--- src/rtl/spi_ctrl_writer.sv ---
// SPI mode-0 controller: shifts a 16-bit {rw, addr, wdata} frame out MSB first
// and captures the last 8 CIPO bits as rdata. All outputs are registered.
module spi_ctrl_writer #(
    parameter int CLK_DIV = 4
) (
    input  logic       clk,
    input  logic       rst,
    input  logic       start,
    input  logic       rw,
    input  logic [6:0] addr,
    input  logic [7:0] wdata,
    output logic       busy,
    output logic       done,
    output logic [7:0] rdata,
    output logic       ncs,
    output logic       sclk,
    output logic       copi,
    input  logic       cipo
);

    typedef enum logic [1:0] {IDLE, SHIFT, HOLD, GAP} state_t;

    localparam logic [7:0] HALF_LAST = 8'(CLK_DIV - 1);

    state_t      state_q, state_d;
    logic [7:0]  cnt_q, cnt_d;
    logic [5:0]  edge_q, edge_d;
    logic [15:0] tx_q, tx_d;
    logic [7:0]  rx_q, rx_d;
    logic [7:0]  rdata_q, rdata_d;
    logic        sclk_q, sclk_d;
    logic        ncs_q, ncs_d;
    logic        copi_q, copi_d;
    logic        busy_q, busy_d;
    logic        done_q, done_d;
    logic        half_end;

    assign half_end = (cnt_q == HALF_LAST);

    always_comb begin
        state_d = state_q;
        cnt_d   = cnt_q;
        edge_d  = edge_q;
        tx_d    = tx_q;
        rx_d    = rx_q;
        rdata_d = rdata_q;
        sclk_d  = sclk_q;
        ncs_d   = ncs_q;
        copi_d  = copi_q;
        busy_d  = busy_q;
        done_d  = 1'b0;
        case (state_q)
            IDLE: begin
                cnt_d  = '0;
                edge_d = '0;
                if (start) begin
                    tx_d    = {rw, addr, wdata};
                    rx_d    = '0;
                    state_d = SHIFT;
                    ncs_d   = 1'b0;
                    busy_d  = 1'b1;
                    copi_d  = rw;
                end
            end
            SHIFT: begin
                if (half_end) begin
                    cnt_d  = '0;
                    sclk_d = ~sclk_q;
                    edge_d = edge_q + 6'd1;
                    if (!sclk_q) begin
                        rx_d = {rx_q[6:0], cipo};
                    end else if (edge_q == 6'd31) begin
                        // last fall: frame[0] stays on COPI through HOLD
                        state_d = HOLD;
                    end else begin
                        tx_d = {tx_q[14:0], 1'b0};
                    end
                end else begin
                    cnt_d = cnt_q + 8'd1;
                end
                copi_d = tx_d[15];
            end
            HOLD: begin
                if (half_end) begin
                    cnt_d   = '0;
                    state_d = GAP;
                    ncs_d   = 1'b1;
                    copi_d  = 1'b0;
                end else begin
                    cnt_d = cnt_q + 8'd1;
                end
            end
            GAP: begin
                if (half_end) begin
                    cnt_d   = '0;
                    state_d = IDLE;
                    busy_d  = 1'b0;
                    done_d  = 1'b1;
                    rdata_d = rx_q;
                end else begin
                    cnt_d = cnt_q + 8'd1;
                end
            end
            default: state_d = IDLE;
        endcase
    end

    always_ff @(posedge clk or posedge rst) begin
        if (rst) begin
            state_q <= IDLE;
            cnt_q   <= '0;
            edge_q  <= '0;
            tx_q    <= '0;
            rx_q    <= '0;
            rdata_q <= '0;
            sclk_q  <= 1'b0;
            ncs_q   <= 1'b1;
            copi_q  <= 1'b0;
            busy_q  <= 1'b0;
            done_q  <= 1'b0;
        end else begin
            state_q <= state_d;
            cnt_q   <= cnt_d;
            edge_q  <= edge_d;
            tx_q    <= tx_d;
            rx_q    <= rx_d;
            rdata_q <= rdata_d;
            sclk_q  <= sclk_d;
            ncs_q   <= ncs_d;
            copi_q  <= copi_d;
            busy_q  <= busy_d;
            done_q  <= done_d;
        end
    end

    assign busy  = busy_q;
    assign done  = done_q;
    assign rdata = rdata_q;
    assign ncs   = ncs_q;
    assign sclk  = sclk_q;
    assign copi  = copi_q;

endmodule
--- config.mk ---
export PLATFORM = sky130hd
export DESIGN_NAME = spi_ctrl_writer
export DESIGN_NICKNAME = d
export VERILOG_FILES = /design/src/rtl/spi_ctrl_writer.sv
export SDC_FILE = /design/constraint.sdc
export NUM_CORES = 1
export LEC_CHECK = 0
export ABC_AREA = 1
export CORE_AREA = 3 3 76 78
export CTS_BUF_LIST = sky130_fd_sc_hd__clkbuf_4 sky130_fd_sc_hd__clkbuf_8
export DETAILED_ROUTE_END_ITERATION = 12
export DIE_AREA = 0 0 79 81
export PLACE_DENSITY_LB_ADDON = 0.3
export RECOVER_POWER = 25
export SKIP_CTS_REPAIR_TIMING = 1
export SLEW_MARGIN = 10
export SYNTH_ARGS = -nofsm -noshare
export SYNTH_HDL_FRONTEND = slang
export SYNTH_SLANG_ARGS = --single-unit
export TNS_END_PERCENT = 50
--- constraint.sdc ---
create_clock -name clk -period 1.84 [get_ports clk]
set_clock_uncertainty 0.1 [all_clocks]
set_input_delay 0.368 -clock clk [delete_from_list [all_inputs] [get_ports clk]]
set_output_delay 0.368 -clock clk [all_outputs]
set_load 0.005 [all_outputs]
==> results.md <==
- Status: finished, final reports clean
- First-pass DRT Iterations: 5
- Initial DRC Count: 142
- Avg Cell Area, Syn: 8.41 sq um
- H-tree depth: 2
- Buffers and inverters on the worst path: 1
- Via count: 2079
- Setup slack, reg-to-reg: 0.13 ns
- Initial core utilization: 50.1%
- Total Power: 4.24 mW
- Cells after Synth: 306
- Max Fclk: 576 MHz
- Power per cell area: 1330 mW/mm^2
- Routed length per instance: 11.7 um
- Largest net degree at the start of global routing: 24
- Worst path cell trace: clkdlybuf4s50_1
- Synth Cell Area: 0.00257 sq mm
- Maximum clock insertion buffer count: 2
- Core area: 0.00514 sq mm
- Yosys cell types: 28
- Port bufs: 32
- CP endpoint kind: output pin
- Root Driver: clkbuf_8
- DP Area: 0.00305 sq mm
- Leak Pwr: 1.57 nW
- Area Overhead vs Synth: 23.8%
- Design Area, Final: 0.00319 sq mm
- Die Y-Extent: 81 um
- Initial antenna violation count: 0
- Worst path max stage delay: 0.52 ns
- Grt ovf: 0
- DRC viols: 0
- Max Cap Viol: 0
- Final setup viols: 0
- Hold WC Path Type: reg -> reg
- Commonest non-fill, non-tap cells in the layout: nand2_1 (108), dfrtp_1 (51), clkdlybuf4s50_1 (30)
- DRT Wirelength: 4.95 mm
- Leading area contributor after synthesis: dfrtp_1
- Critical-path maximum fanout: 5
- Setup TNS: 0 ns
- CTS Buf Count: 5
- CTS tree: done
- Seq cells post-synth: 53
- Worst skew pair latency: 0.31 ns
- Total GRT Usage: 16.9%
- Crit-path slowest cell: clkdlybuf4s50_1
- Worst-Margin Slew: 0.572 ns
- Data arrival, critical path: 1.27 ns
- Synth Net Count: 334
- Final min period: 1.74 ns
- Setup CP Type: reg -> out
- Clk slew on worst S/H paths: 0.10 ns
- Cell Rows: 26
- Antenna cell count: 0
- Post-route ant nets: 0
- Post-Route Utilization: 62.0%
- Top cell type's share of synthesized area: 50.6%
- Data required, critical path: 1.37 ns
- Cell family with most CP delay: buffers and inverters
- Worst VDD drop: 0.000540 V
- Layout cells sized above 1: 11.3%
- Num ports: 33
- CP Launch Type: flip-flop
- Slew Viols, Final: 0
- Tcrit/Tclk final: 94.3%
- First-pass GRT wire length: 8.54 mm
- Placed cells: 412
- Commonest non-fill, non-tap cell in the layout: nand2_1
- Warnings from Yosys: 0
- Slew margin rel.: 61.8%
- Final hold vios: 0
- Hpwl dp: 3.55 mm
- Die X: 79 um
- Non-Filler Instances: 424
- Register area share after synthesis: 51.6%
- Nets@finish: 381
- DR vias/cell: 4.90
- Die area: 0.00640 sq mm
- Area contributors post-synth: dfrtp_1 (51%), nand2_1 (16%), nand3_1 (4.9%)
- GPL Wtd Cong: 0.848
- Sinks on Clock Net: 53
- Number of global-route vias before repair: 1907
[layer usage]
metal / GRT usage, % / vias up / routed length [um]
li1: - / 1072 / -
met1: 21.4 / 945 / 2250
met2: 28.8 / 55 / 2350
met3: 3.44 / 7 / 277
met4: 6.19 / 0 / 78
met5: 0 / - / 0
[logic make-up after synthesis]
logic type,count (synthesis),synth area share [%]
flip-flops,53,51.6
XOR/XNOR,7,2.38
adder cells (fa/ha/maj),8,3.89
buffers and inverters,36,6.22
AO/OA/AOI/OAI,36,8.41
AND/OR/NAND/NOR,166,27.5
[registers in the layout, indices dropped and copies added (netlist names)]
name	flops
tx_q	16
sclk	1
busy	1
rdata	8
done	1
edge_q	6
rx_q	8
cnt_q	8
state_q	2
ncs	1
copi	1
[power by group]
part / internal (mW) / switching, mW
clock: 0.285 / 0.409
combinational: 0.773 / 1.13
sequential: 1.47 / 0.178
[synth_stat cells]
cell type	number
nand2_1	108
dfrtp_1	52
inv_1	25
nand3_1	25
nor2_1	23
o21ai_0	14
o22ai_1	9
ha_1	8
xor2_1	6
a21oi_1	4
o21ai_1	4
buf_6	3
clkbuf_1	3
inv_2	3
nor3b_1	3
buf_2	2
nand3_2	2
o21ai_2	2
a21boi_0	1
a21oi_4	1
dfstp_2	1
nand4_1	1
nor2_4	1
nor2_8	1
nor3_1	1
o22a_1	1
or2_2	1
xnor2_1	1
[path summary, 6_finish.rpt]
check | from | to | depth (start not counted)
hold / removal | cnt_q[0] | cnt_q[0] | 1
max in group asynchronous | rst | ncs | 3
setup reg to reg | state_q[1] | tx_q[0] | 8
min in group asynchronous | rst | edge_q[1] | 2
hold reg to reg | cnt_q[0] | cnt_q[0] | 1
setup / recovery | sclk | sclk | 1
[cell type report]
type | count | area [sq um]
clock buffer | 5 | 68.8
clock inverter | 3 | 28.8
fill | 460 | 1950
inverter | 28 | 110
multi-input combinational | 218 | 1120
sequential | 53 | 1330
tap | 70 | 87.6
timing repair buffer | 47 | 443
[through the flow]
step	hold slack (ns)	worst slack, ns
after floorplan	0.328	0.0874
after global placement	0.340	0.0611
after detailed placement	0.354	0.00269
after CTS	0.242	0.0196
after global routing	0.385	-0.00195
final	0.364	0.105
(Power assumes the default switching activity.)
